$ cat config.mk
export PLATFORM = sky130hd
export DESIGN_NAME = branch_target_lut
export DESIGN_NICKNAME = d
export VERILOG_FILES = /design/src/rtl/branch_target_lut.sv
export SDC_FILE = /design/constraint.sdc
export NUM_CORES = 1
export LEC_CHECK = 0
export ABC_CLOCK_PERIOD_IN_PS = 2100
export CAP_MARGIN = 10
export CORE_ASPECT_RATIO = 0.9
export CORE_MARGIN = 3
export CORE_UTILIZATION = 45
export DETAILED_ROUTE_END_ITERATION = 8
export PLACE_DENSITY = 0.69
export SLEW_MARGIN = 20
export SYNTH_ARGS = -nofsm -noshare
export SYNTH_HDL_FRONTEND = slang
export SYNTH_SLANG_ARGS = --single-unit
$ cat constraint.sdc
create_clock -name Clk -period 2.1 [get_ports Clk]
set_input_delay 0.21 -clock Clk [delete_from_list [all_inputs] [get_ports Clk]]
set_output_delay 0.21 -clock Clk [all_outputs]
set_load 0.1 [all_outputs]
$ cat src/rtl/branch_target_lut.sv
// branch_target_lut: run-time writable pointer-to-PC target table with self-initialising walker.
// Optional LUT_BYPASS_EN forwards same-edge write data to a same-address read.
module branch_target_lut #(
    parameter int ADDR_W = 2,
    parameter int WIDTH  = 10
) (
    input  logic              Clk,
    input  logic              Reset,
    input  logic              RdEn,
    input  logic [ADDR_W-1:0] RdAddr,
    output logic [WIDTH-1:0]  Target,
    output logic              TargetValid,
    input  logic              WrEn,
    input  logic [ADDR_W-1:0] WrAddr,
    input  logic [WIDTH-1:0]  WrData,
    output logic              Busy,
    output logic              WrErr
);
    localparam int DEPTH = 2 ** ADDR_W;

    typedef enum logic {INIT, RUN} state_t;

    state_t             state_q, state_d;
    logic [ADDR_W-1:0]  idx_q, idx_d;
    logic [WIDTH-1:0]   mem_q [DEPTH];
    logic [WIDTH-1:0]   mem_d [DEPTH];
    logic [WIDTH-1:0]   target_q, target_d;
    logic               valid_q, valid_d;
    logic               wr_err_q, wr_err_d;

    function automatic logic [WIDTH-1:0] dflt(input logic [ADDR_W-1:0] i);
        return (i == '0) ? '1 : WIDTH'(i);
    endfunction

    always_comb begin
        state_d  = state_q;
        idx_d    = idx_q;
        mem_d    = mem_q;
        target_d = target_q;
        valid_d  = 1'b0;
        wr_err_d = 1'b0;
        if (state_q == INIT) begin
            mem_d[idx_q] = dflt(idx_q);
            idx_d        = idx_q + 1'b1;
            state_d      = (idx_q == ADDR_W'(DEPTH - 1)) ? RUN : INIT;
            wr_err_d     = WrEn;
        end else begin
            if (WrEn) mem_d[WrAddr] = WrData;
            if (RdEn) begin
`ifdef LUT_BYPASS_EN
                target_d = (WrEn && WrAddr == RdAddr) ? WrData : mem_q[RdAddr];
`else
                target_d = mem_q[RdAddr];
`endif
                valid_d  = 1'b1;
            end
        end
    end

    always_ff @(posedge Clk) begin
        if (Reset) begin
            state_q  <= INIT;
            idx_q    <= '0;
            target_q <= '0;
            valid_q  <= 1'b0;
            wr_err_q <= 1'b0;
        end else begin
            state_q  <= state_d;
            idx_q    <= idx_d;
            target_q <= target_d;
            valid_q  <= valid_d;
            wr_err_q <= wr_err_d;
        end
    end

    // Contents survive Reset; the INIT walk is what restores defaults.
    always_ff @(posedge Clk) begin
        if (!Reset) mem_q <= mem_d;
    end

    assign Target      = target_q;
    assign TargetValid = valid_q;
    assign Busy        = (state_q == INIT);
    assign WrErr       = wr_err_q;
endmodule

After elaboration in Yosys (flattened, before gate mapping)
Cells that the tools add are included.
{ "op_classes": {"addsub": 1, "magnitude_cmp": 5, "eq_ne": 2, "n_mux": 15, "bitwise": 5, "n_reduce_logical": 7} }
{ "ops": {"columns": ["op", "n"], "rows": [
  ["$bwmux W40", 2],
  ["$mux W40", 2],
  ["$mux W10", 5],
  ["$demux W10 S2", 2],
  ["$bmux W10 S2", 1],
  ["$ge A3 B3 Y1 const B", 3],
  ["$not A2 Y3", 3],
  ["$lt A3 B1 Y1 const B", 2],
  ["$reduce_and A2 Y1", 2],
  ["$reduce_or A2 Y1", 2],
  ["$mux W1", 3],
  ["$add A2 B1 Y2 const B", 1],
  ["$eq A2 B2 Y1 const B", 1],
  ["$logic_and A1 B1 Y1", 2],
  ["$logic_not A2 Y1", 1],
  ["$ne A2 B2 Y1 const B", 1],
  ["$not A1 Y1", 2]
]} }
{ "totals": {"register_bits": 55, "input_bits": 18, "output_inout_bits": 13, "word_cells": 44} }

Logic depth before layout (Yosys ltp)
Gate-level depths: netlist of run 1.
{ "depth": {"word_depth": 8, "mapped_depth": 6, "ltp_nobuf": 5} }

Worst setup path before layout of run 1
Ideal clock, no wire load.
{ "synth_timing": {"kind": "reg2reg", "startpoint": "reg state_q", "endpoint": "reg mem_q[0] (netlist name) (enable)", "setup_ns": 0.376, "arrival_ns": 1.686, "t_required_ns": 1.724, "setup_slack_ns": 0.038, "stages_incl_launch_ff": 4, "n_path_buf": 0, "cell_sequence": "dfxtp_1 -> inv_1 -> a22oi_1 -> nor2_1"} }
{ "synth_via": {"elab_chain_len": 2} }
{ "synth_rtl": {"columns": ["item", "line", "rtl"], "rows": [
  ["from (decl)", "23", "state_t state_q, state_d;"],
  ["from (signal assigned)", "68", "state_q <= state_d;"],
  ["$ne A2 B2 Y1 (no line)", null, null],
  ["$reduce_and A2 Y1 (no line)", null, null],
  ["to (signal assigned)", "78", "if (!Reset) mem_q <= mem_d;"],
  ["to (decl)", "25", "logic [WIDTH-1:0] mem_q [DEPTH];"]
]} }
Every way passes these cells.
A chain may end at the register's enable or synchronous reset.

Worst setup path after layout of run 1
{ "layout_timing": {"startpoint": "reg state_q", "endpoint": "out Busy"} }
{ "layout_via": {"elab_chain_len": 1} }
{ "layout_rtl": {"columns": ["item", "line", "rtl"], "rows": [
  ["$not A1 Y1 (no line)", null, null],
  ["to (decl)", "16", "output logic Busy,"]
]} }
Every way passes these cells.

==> flow_summary.toml, run 1 <==
[status]
status = "complete, no violations"

[yosys]
synth_edf_count = 40
yosys_warnings = 0
yosysSeqAreaShare_pct = 58.6
syn_inst = 199
async_flop_share_pct = 0
synth_area_per_cell_um2 = 12.9
synth_fp_nets = 224
synth-seq-cells = 55
synth_area_um2 = 2560
synthFlopType = "edfxtp_1"
synthDistinctLibCells = 28

[critical_path]
path_class = "reg -> out"
critical_path_arrival_ps = 1430
r2r_slack_ps = 470
crit_required_ps = 1890
crit_path_end_kind = "output port"
crit_fanout = 9
cp-start-kind = "flip-flop"

[placement]
gp_congestion = 0.812
post_dp_cell_area_um2 = 2920
dp.final_hpwl_um = 3580
placed_cells = 292
io_buffer_count = 30

[pwr]
power_switching_share_pct = 28.4
p_int_mw = 1.81
peakVddDrop_mv = 0.635
p_per_area_nw_per_um2 = 837
power_switching_mw = 0.715
p_leak_nw = 1.43
p_seq_share_pct = 54.2
power_frac_clock_pct = 23.2
pwr-share-comb_pct = 22.6

[layout]
area_growth_pct = 17.6
final_area_um2 = 3010
multiInputGateArea_um2 = 966
final_cell_mix = "edfxtp_1 (40), a21o_1 (37), buf_4 (22)"
final_common_cell = "edfxtp_1"
fillers = 482
final_nets = 257
seq_area_um2 = 1500
drive_gt1_share_pct = 23.2
diodes = 0
utilization_pct = 56.0
stdcell_count = 300

[sta]
finalSetupTns_ps = 0
fin_crit_ps = 1640
max_freq_mhz = 610
worst_pin_slew_ps = 364
rsz0062_at_grt = "false"
hold_viol_final = 0
slew_headroom_pct = 75.7
skew_ps = 10.4
whs_ps = 440
period_share_pct = 78.1
setup_viol = 0
slew_violations = 0

[clocking]
numCtsBuffers = 5
cts-root-buf = "clkbuf_8"
path_clk_slew_ps = 100
clk_path_buf_depth = 2
clk_latency_ps = 300
cts_tree = "yes"
cts_max_level = 2
post_cts_resized = 0
clkSinkCount = 55
post_cts_buffers = 0
ctsHoldBuffers = 0

[global_routing]
antenna_found_initial = 0
overflow = 0
grt_usage_pct = 15.4
grt_pass1_vias = 1538
grt_pass1_wl_um = 8000
grt_max_degree = 21

[route]
wl_um = 4920
wl_per_cell_um = 16.4
vias = 1593
drt-initial-drc-count = 151
postRouteAntennaNets = 0
routed_via_density = 5.31
first_pass_iters = 4
drc_errors = 0

[floorplan]
rows = 25
ios = 31
coreArea_um2 = 5380
die_area_um2 = 6640
die_x_um = 85.5
die_height_um = 77.6
start_util_pct = 47.6

[worst_hold_path]
hp-class = "reg -> reg"

[run]
cap_violations = 0
## routing by layer
| layer | wire (um) | part of all wire [%] | GRT usage, % |
|---|---|---|---|
| met4 | 38 | 0.77 | 2.85 |
| met1 | 2520 | 51 | 23.6 |
| met5 | 0 | 0 | 0 |
| met3 | 267 | 5.4 | 2.97 |
| met2 | 2100 | 43 | 22.9 |
## worst max-delay path, stage by stage (launching register included)
cell,delay [ps]
dfxtp_1,400
buf_4,210
inv_1,190
buf_4,330
## per-stage QoR
step / setup slack (ps) / power, mW
after floorplan: 37.9 / 1.78
after global placement: 286 / 1.95
after detailed placement: 247 / 1.96
after CTS: 457 / 2.54
after global routing: 344 / 2.64
final: 459 / 2.52
## worst paths after layout
kind	from	to	depth (start not counted)
worst max register to register	idx_q[0]$_SDFFE_PP0N_	mem_q[7]$_DFFE_PP_	5
worst max-delay path	state_q$_SDFF_PP0_	Busy	3
worst min register to register	Target[1]$_SDFFE_PP0P_	Target[1]$_SDFFE_PP0P_	2
worst min-delay path	Target[1]$_SDFFE_PP0P_	Target[1]$_SDFFE_PP0P_	2
## registers in the layout, indices dropped and copies added (netlist names)
register / cells
TargetValid: 1
mem_q: 40
idx_q: 2
state_q: 1
WrErr: 1
Target: 10
## Yosys cell counts (2+ instances only)
library cell / count / share of area, %
ha_1: 7 / 3.4
edfxtp_1: 40 / 47
inv_1: 4 / 0.59
and3_1: 2 / 0.49
and2_1: 4 / 0.98
a21o_1: 37 / 11
nor2_1: 8 / 1.2
dfxtp_1: 15 / 12
buf_4: 3 / 0.88
a21oi_1: 2 / 0.39
buf_2: 7 / 1.4
and3b_1: 2 / 0.68
clkbuf_1: 3 / 0.44
a22oi_1: 11 / 3.2
mux2_2: 19 / 8.3
nor2b_1: 3 / 0.73
nand2_1: 21 / 3.1
## area by class of cell
class | count | share of cell area, %
multi-input combinational | 126 | 32.1
clock inverter | 3 | 0.748
timing repair buffer | 40 | 11.8
inverter | 4 | 0.498
tap | 67 | 2.78
sequential | 55 | 49.8
clock buffer | 5 | 2.28
## logic make-up (layout without fill, tap and decap cells)
kind of cell	after synthesis	after routing	share of synthesized area, %
flip-flops	55	55	58.6
AND/OR/NAND/NOR	44	44	8.79
AO/OA/AOI/OAI	53	53	15.8
buffers and inverters	18	52	3.71
adder cells (fa/ha/maj)	7	7	3.42
multiplexers	21	21	9.33
XOR/XNOR	1	1	0.342
## power by group through the flow
stage                     clock network, mW  logic (mW)  registers [mW]
final                                 0.586       0.569            1.37
after CTS                             0.603       0.571            1.37
after global placement                    0       0.558            1.39
after detailed placement                  0       0.566            1.39
after floorplan                           0       0.342            1.44
after global routing                  0.646       0.619            1.38
Power figures use the tool's default switching activity.
==> run 2: changes to the inputs <==
--- a/config.mk
+++ b/config.mk
@@ -5,13 +5,13 @@
 export SDC_FILE = /design/constraint.sdc
 export NUM_CORES = 1
 export LEC_CHECK = 0
-export ABC_CLOCK_PERIOD_IN_PS = 2100
+export ABC_CLOCK_PERIOD_IN_PS = 1400
 export CAP_MARGIN = 10
 export CORE_ASPECT_RATIO = 0.9
 export CORE_MARGIN = 3
 export CORE_UTILIZATION = 45
 export DETAILED_ROUTE_END_ITERATION = 8
-export PLACE_DENSITY = 0.69
+export PLACE_DENSITY = 0.71
 export SLEW_MARGIN = 20
 export SYNTH_ARGS = -nofsm -noshare
 export SYNTH_HDL_FRONTEND = slang
==> constraint.sdc (replaced) <==
create_clock -name Clk -period 1.4 [get_ports Clk]
set_input_delay 0.14 -clock Clk [delete_from_list [all_inputs] [get_ports Clk]]
set_output_delay 0.14 -clock Clk [all_outputs]
set_load 0.1 [all_outputs]
==> run 2 against run 1 <==
Effect of this change: via count up 10%; largest cell class unchanged; combinational power grew 110%; clock power up 74%; critical path type is now reg -> reg; critical endpoint is now mem_q[33]$_DFFE_PP_; hold slack worse by 13 ps; count of clock-buffer cells in the layout is the same; final area up 16%.
==> flow_summary.toml, run 2 (synthesis results as in run 1) <==
[status]
status = "complete, no violations"

[critical_path]
critical_path_arrival_ps = 1410
worst-path-buf-inv = 3
crit_required_ps = 1430
crit_path_end_kind = "flip-flop"
slowest_stage = "dfxtp_4"
cpLargestDelayFamily = "flip-flops"
path_class = "reg -> reg"
crit_fanout = 8
cp-start-kind = "flip-flop"
cp_slowest_stage_delay_ps = 370
path_cells = "inv_4, buf_4, ha_4, a22oi_2, nor2_2, buf_12"

[floorplan]
die_x_um = 85.5
ios = 31
coreArea_um2 = 5380
die_area_um2 = 6640
start_util_pct = 47.6
die_height_um = 77.6
rows = 25

[layout]
final_area_um2 = 3500
utilization_pct = 65.1
final_cell_mix = "edfxtp_1 (40), a21o_1 (37), buf_4 (23)"
regMostFlops = "mem_q"
drive_gt1_share_pct = 37.8
area_growth_pct = 36.8
final_nets = 275
largest_register_ffs = 40
final_common_cell = "edfxtp_1"
diodes = 0

[sta]
skew_ps = 2.61
hold_viol_final = 0
slew_headroom_pct = 80.8
rsz0062_at_grt = "true"
worst_pin_slew_ps = 287
setup_viol = 0
fin_crit_ps = 1380
period_share_pct = 98.5
slew_violations = 0
max_freq_mhz = 725

[placement]
gp_congestion = 0.791
post_dp_cell_area_um2 = 3260
dp.final_hpwl_um = 3930
io_buffer_count = 30

[pwr]
peakVddDrop_mv = 0.690
p_per_area_nw_per_um2 = 1220
total_power_mw = 4.28
p_leak_nw = 1.59

[global_routing]
overflow = 0
grt_max_degree = 21
antenna_found_initial = 0
grt_pass1_vias = 1757
grt_pass1_wl_um = 9140
grt_usage_pct = 17.9

[route]
wl_met2_um = 2730
wl_um = 5670
routed_via_density = 5.53
first_pass_iters = 4
drt-initial-drc-count = 143
met3_length_um = 401
postRouteAntennaNets = 0
met1Wirelength_um = 2460
top_layer_used = "met4"
drc_errors = 0
wl_per_cell_um = 17.8
vias = 1760

[clocking]
clkSinkCount = 55
cts_tree = "yes"
path_clk_slew_ps = 90
ctsHoldBuffers = 0
numCtsBuffers = 5
clk_latency_ps = 310
cts-root-buf = "clkbuf_8"
cts_max_level = 2
clk_path_buf_depth = 2

[worst_hold_path]
hp-class = "in -> reg"

[run]
cap_violations = 0
[run 2: cell types whose count changed in the layout (fill, tap and decap cells not counted), sizes merged]
cell,change
buf,+18
inv,-2
clkinvlp,+1
bufinv,+1
[run 2: final timing paths]
path / from / end / slack [ps] / cells past startpoint
hold / removal: RdEn / TargetValid$_SDFF_PP0_ / 430 / 3
hold reg to reg: Target[0]$_SDFFE_PP0P_ / Target[0]$_SDFFE_PP0P_ / 480 / 2
setup reg to reg: idx_q[0]$_SDFFE_PP0N_ / mem_q[33]$_DFFE_PP_ / 20 / 6
setup / recovery: idx_q[0]$_SDFFE_PP0N_ / mem_q[33]$_DFFE_PP_ / 20 / 6
[run 2: layout make-up]
type                            count  area (um2)
Clock buffer                        5        68.8
Clock inverter                      3        38.8
Fill cell                         387        1880
Inverter                            4        21.3
Multi-Input combinational cell    126        1080
Sequential cell                    55        1510
Tap cell                           67        83.8
Timing Repair Buffer               58         703
[run 2: power breakdown]
group	switching, mW	total, mW	internal (mW)	leakage, nW
registers	0.0766	2.06	1.99	0.500
clock network	0.498	1.02	0.524	0.0556
logic	0.590	1.20	0.610	1.03
total	1.16	4.28	3.12	1.59
[run 2: per-layer routing]
layer / global-route usage [%] / vias up
li1: - / 824
met1: 24.1 / 859
met2: 28.4 / 69
met3: 4.25 / 8
met4: 5.85 / 0
met5: 0 / -
[run 2: timing repair]
item                                    4_1_cts  5_1_grt
endpoints found under the setup margin       64       74
buffers inserted                              1        4
pin swaps                                     1        2
resized for setup                            14       11
gates cloned                                  0        0
[run 2: worst register-to-register path, delay by kind of cell, from the launching register on]
kind / cells / cell delay, ps
flip-flops: 1 / 370
buffers and inverters: 3 / 320
AND/OR/NAND/NOR: 1 / 210
adder cells (fa/ha/maj): 1 / 130
AO/OA/AOI/OAI: 1 / 70
[run 2: through the flow]
stage	hold WS [ps]	TNS (ps)	cells	setup slack [ps]
CTS	417	0	314	0.129
finish	427	0	318	21.4
global placement	464	-8950	305	-210
detailed placement	469	-11160	305	-242
global route	434	-396	318	-35.9
floorplan	261	-6200	199	-283
==> edit 1 (settings of run 2) <==
Remove the register `valid_q`: a continuous assignment takes its place, so the output `TargetValid` follows one clock earlier.
--- a/src/rtl/branch_target_lut.sv
+++ b/src/rtl/branch_target_lut.sv
@@ -62,16 +62,16 @@
             state_q  <= INIT;
             idx_q    <= '0;
             target_q <= '0;
-            valid_q  <= 1'b0;
             wr_err_q <= 1'b0;
         end else begin
             state_q  <= state_d;
             idx_q    <= idx_d;
             target_q <= target_d;
-            valid_q  <= valid_d;
             wr_err_q <= wr_err_d;
         end
     end
+
+    assign valid_q = valid_d;
 
     // Contents survive Reset; the INIT walk is what restores defaults.
     always_ff @(posedge Clk) begin
Formal check against the unedited RTL: not equivalent (a bounded check fails within 10 cycles, from zero or initial values and one cycle with Reset high).
==> edit 1 against run 2 <==
Fmax is 0.86% lower. Utilization fell by 2.5 points. Total power shrank 7.5%. Wire length shrank 13%. Sequential cell count down 1. Design area fell by 5.0%. Area after synthesis decreased by 2.8%. Critical path type unchanged. Setup slack got worse by 0.012 ns.
==> edit 1: results (changes against run 2) <==
INFO  metric run_status = finished, final reports clean
INFO  metric worstPathMaxFanout = 10 (+2)
INFO  metric globalplace.congestion = 0.8866 (+12%)
INFO  metric clock_tree.buffer_depth = 2 (unchanged)
INFO  metric grt_start_max_net_pins = 16 (-24%)
INFO  metric detail_route.vias_per_cell = 5.406 (-2.3%)
INFO  metric netlist_instances = 188 (-5.5%)
INFO  metric switchingPower = 0.001078 W (-7.5%)
INFO  metric worst_r2r_path_depth = 5 (-1)
INFO  metric route.vias.total = 1611 (-8.5%)
INFO  metric drive_above_1_share = 0.3074 (-0.07113)
INFO  metric grt_use_total = 0.1546 (-0.02425)
INFO  metric post_dp_cell_area = 0.003177 mm2 (-2.4%)
INFO  metric power_frac_clock = 0.218 (-0.021)
INFO  metric synth_top_cells_by_area = sky130_fd_sc_hd__edfxtp_1, sky130_fd_sc_hd__dfxtp_1, sky130_fd_sc_hd__a21o_1
INFO  metric hold_path.class = register to register
INFO  metric detail_route.iter0.violations = 107 (-25%)
INFO  metric ys_top_cells_by_count = sky130_fd_sc_hd__edfxtp_1, sky130_fd_sc_hd__a21o_1, sky130_fd_sc_hd__nand2_1
INFO  metric leakage = 1.440 nW (-9.3%)
INFO  metric via_count_of_the_first_global_routing_pass = 1529 (-13%)
INFO  metric synth_cell_type_count = 27 (-3.6%)
INFO  metric vdd.ir_drop.worst = 0.6109 mV (-12%)
INFO  metric met2_usage = 0.2390 (-0.04520)
INFO  metric grt.met3_usage = 0.03135 (-0.01111)
INFO  metric synth-edff-count = 40 (unchanged)
INFO  metric groute.layer.met1.usage = 0.2177 (-0.02338)
INFO  metric final_net_count = 255 (-7.3%)
INFO  metric share_of_synthesized_area_occupied_by_flip_flops_and_latches = 0.5947 (+0.008739)
INFO  metric worst_pin_slew = 0.2857 ns (-0.001012 ns)
INFO  metric fillCellCount = 392 (+1.3%)
INFO  metric placement.setup.worst_slack = -0.2060 ns (+0.03591 ns)
INFO  metric global_route_wire_length_before_repair = 7783 um (-15%)
INFO  metric hold_path_depth = 2 (-1)
INFO  metric total_placed_cells_including_tap_cells = 288 (-5.6%)
INFO  metric synthesis.nets = 213 (-4.9%)
INFO  metric slowest_stage = sky130_fd_sc_hd__dfxtp_4
INFO  metric wirelength = 4905 um (-13%)
INFO  metric power_density = 1190 mW/mm2 (-2.6%)
INFO  metric dp_hpwl = 3713 um (-5.6%)
INFO  metric clock-skew-final = 0.008733 ns (+0.006128 ns)
## edit 1: cell types whose count changed after synthesis, sizes merged, moves of 6 or more
| cell | delta |
|---|---|
| nand3 | +10 |
| nand2 | -6 |
| a22oi | -8 |
| a21oi | +8 |
| mux4 | +10 |
| mux2 | -20 |
## edit 1: layout make-up
type	count	area, um2	area share
Sequential cell	54	1490	0.4476
Inverter	4	21.27	0.006389
Clock inverter	1	5.005	0.001503
Multi-Input combinational cell	115	983.4	0.2954
Tap cell	67	83.83	0.02518
Clock buffer	7	86.33	0.02593
Timing Repair Buffer	50	659.4	0.1980
## edit 1: kinds of logic (layout without fill, tap and decap cells)
kind of cell,Yosys count,after routing,share of synthesized area
compound gates,51,51,0.1431
xor+xnor,1,1,0.003516
buf+inv,20,62,0.04068
fa+ha+maj,7,7,0.03516
mux,11,11,0.09443
flops,54,54,0.5947
simple gates,44,45,0.08840
## edit 1: repair_timing
item / CTS / global route
buffers inserted: 0 / 1
resized for setup: 7 / 9
setup endpoints to repair: 18 / 55
hold buffers: 0 / 0
gates cloned: 0 / 1
hold endpoints to repair: 0 / 0
pin swaps: 0 / 1
## edit 1: layer usage
| metal | up-vias | routed length [um] |
|---|---|---|
| met5 | - | 0 |
| met4 | 0 | 59 |
| met3 | 5 | 217 |
| met2 | 44 | 2366 |
| met1 | 782 | 2261 |
| li1 | 780 | - |
## edit 1: worst paths after layout
check,startpoint,endpoint,slack [ns]
worst max-delay path,idx_q[0]$_SDFFE_PP0N_,mem_q[26]$_DFFE_PP_,0.009
worst min-delay path,Target[3]$_SDFFE_PP0P_,Target[3]$_SDFFE_PP0P_,0.49
worst max register to register,idx_q[0]$_SDFFE_PP0N_,mem_q[26]$_DFFE_PP_,0.009
worst min register to register,Target[3]$_SDFFE_PP0P_,Target[3]$_SDFFE_PP0P_,0.49
==> edit 2 (settings of run 2) <==
Made on the original files. Change the parameter `ADDR_W` from 2 to 1.
--- a/src/rtl/branch_target_lut.sv
+++ b/src/rtl/branch_target_lut.sv
@@ -1,7 +1,7 @@
 // branch_target_lut: run-time writable pointer-to-PC target table with self-initialising walker.
 // Optional LUT_BYPASS_EN forwards same-edge write data to a same-address read.
 module branch_target_lut #(
-    parameter int ADDR_W = 2,
+    parameter int ADDR_W = 1,
     parameter int WIDTH  = 10
 ) (
     input  logic              Clk,
Ports: changed (resized RdAddr and WrAddr); port bits go from 31 to 29. No check against the original RTL was run, so the function may have changed too.
==> edit 2 against run 2 <==
Count of clock-buffer cells in the layout grew 2. Combinational power decreased by 23%. Sequential share of layout area is 1.8 points higher. Total power down 37%. Area after synthesis down 45%. Design area down 44%. Utilization is 3.7 points higher. Wire length decreased by 53%. Sequential cell count is 21 lower. Setup slack better by 0.027 ns.
==> edit 2: results (changes against run 2) <==
INFO  metric route.vias.total = 928 (-47%)
INFO  metric synth_compound_area_frac = 0.1375 (-0.02070)
INFO  metric routedLengthMet1 = 1253 um (-49%)
INFO  metric netlist_instances = 107 (-46%)
INFO  metric global_route_wire_length_before_repair = 4319 um (-53%)
INFO  metric io_buffers = 28 (-6.7%)
INFO  metric route.met3.wl = 146 um (-64%)
INFO  metric total_placed_cells_including_tap_cells = 174 (-43%)
INFO  metric post_synth_fa_ha_maj_area_fraction = 0 (-0.03418)
INFO  metric final_net_count = 157 (-43%)
INFO  metric detail_route.first_pass.iterations = 3 (-1)
INFO  metric synth-edff-count = 20 (-50%)
INFO  metric post_dp_cell_area = 0.001917 mm2 (-41%)
INFO  metric dp_hpwl = 2008 um (-49%)
INFO  metric run_status = finished, final reports clean
INFO  metric grt.met3_usage = 0.04198 (-0.0004781)
INFO  metric worstPathMaxFanout = 16 (+8)
INFO  metric globalplace.congestion = 0.7402 (-6.4%)
INFO  metric met2_usage = 0.2362 (-0.04801)
INFO  metric groute.layer.met1.usage = 0.1990 (-0.04204)
INFO  metric muxShareOfSynthArea = 0.09196 (-0.001297)
INFO  metric clock-skew-final = 0.001414 ns (-0.001192 ns)
INFO  metric clock_tree.root_cell = sky130_fd_sc_hd__clkbuf_4
INFO  metric ys_top_cells_by_count = sky130_fd_sc_hd__edfxtp_1, sky130_fd_sc_hd__dfxtp_1, sky130_fd_sc_hd__a211oi_1, sky130_fd_sc_hd__a21oi_1, sky130_fd_sc_hd__mux2i_1
INFO  metric cts_setup_buffers = 0 (-1)
INFO  metric routed.top_layer = met4
INFO  metric placement.setup.worst_slack = -0.1755 ns (+0.06635 ns)
INFO  metric via_count_of_the_first_global_routing_pass = 886 (-50%)
INFO  metric timing.max_slew.rel_slack = 0.7631 (-0.04512)
INFO  metric leakage = 0.7453 nW (-53%)
INFO  metric grt_start_max_net_pins = 17 (-19%)
INFO  metric vdd.ir_drop.worst = 0.8779 mV (+27%)
INFO  metric cts-buffers-inserted = 5 (unchanged)
INFO  metric largest_register_ff_count = 20 (-50%)
INFO  metric worst_skew_pair.late_latency = 0.33 ns (+0.02 ns)
INFO  metric cts_resized = 1 (-13)
INFO  metric grt_use_total = 0.1560 (-0.02280)
INFO  metric wirelength = 2662 um (-53%)
INFO  metric synth_top_cells_by_area = sky130_fd_sc_hd__edfxtp_1, sky130_fd_sc_hd__dfxtp_1, sky130_fd_sc_hd__mux2i_1
INFO  metric met2WireLength = 1203 um (-56%)
INFO  metric antenna-diode-count = 0 (unchanged)
edit 2: changes by cell type in the layout (fill, tap and decap cells not counted), moves of 18 or more:
cell                       delta
sky130_fd_sc_hd__nand2_1     -20
sky130_fd_sc_hd__edfxtp_1    -20
sky130_fd_sc_hd__a21o_1      -37
sky130_fd_sc_hd__buf_4       -18
sky130_fd_sc_hd__mux2_2      -19
edit 2: critical path, cell delays in order (launching register included):
cell,delay [ns]
sky130_fd_sc_hd__dfxtp_4,0.37
sky130_fd_sc_hd__buf_4,0.19
sky130_fd_sc_hd__nor2b_2,0.20
sky130_fd_sc_hd__nor3_4,0.15
sky130_fd_sc_hd__buf_12,0.16
edit 2: cells by family after synthesis:
group,Yosys count
muxes,12
buffers and inverters,10
and+or+nand+nor,21
xor gates and xnor gates,1
DFF,34
AOI/OAI and AO/OA,29
edit 2: power by group:
group	leakage, nW	switching (W)	internal [W]
Sequential	0.304	0.0000770	0.00123
Combinational	0.416	0.000531	0.000394
Clock	0.0254	0.000297	0.000189
Total	0.745	0.000905	0.00181
edit 2: worst paths after layout:
check                                         from                  end  slack (ns)  cells after the start
worst max register to register  state_q$_SDFF_PP0_  mem_q[13]$_DFFE_PP_        0.05                      4
worst max-delay path            state_q$_SDFF_PP0_  mem_q[13]$_DFFE_PP_        0.05                      4
worst min-delay path                          WrEn     WrErr$_SDFF_PP0_        0.42                      2
worst min register to register  idx_q$_SDFFE_PP0N_   state_q$_SDFF_PP0_        0.55                      2
edit 2: final cells by class:
type                            count  area (um2)
Fill cell                         214       890.9
Sequential cell                    34       884.6
Tap cell                           40       50.05
Inverter                            1       6.256
Clock buffer                        7       45.04
Multi-Input combinational cell     63       475.5
Timing Repair Buffer               36       508.0
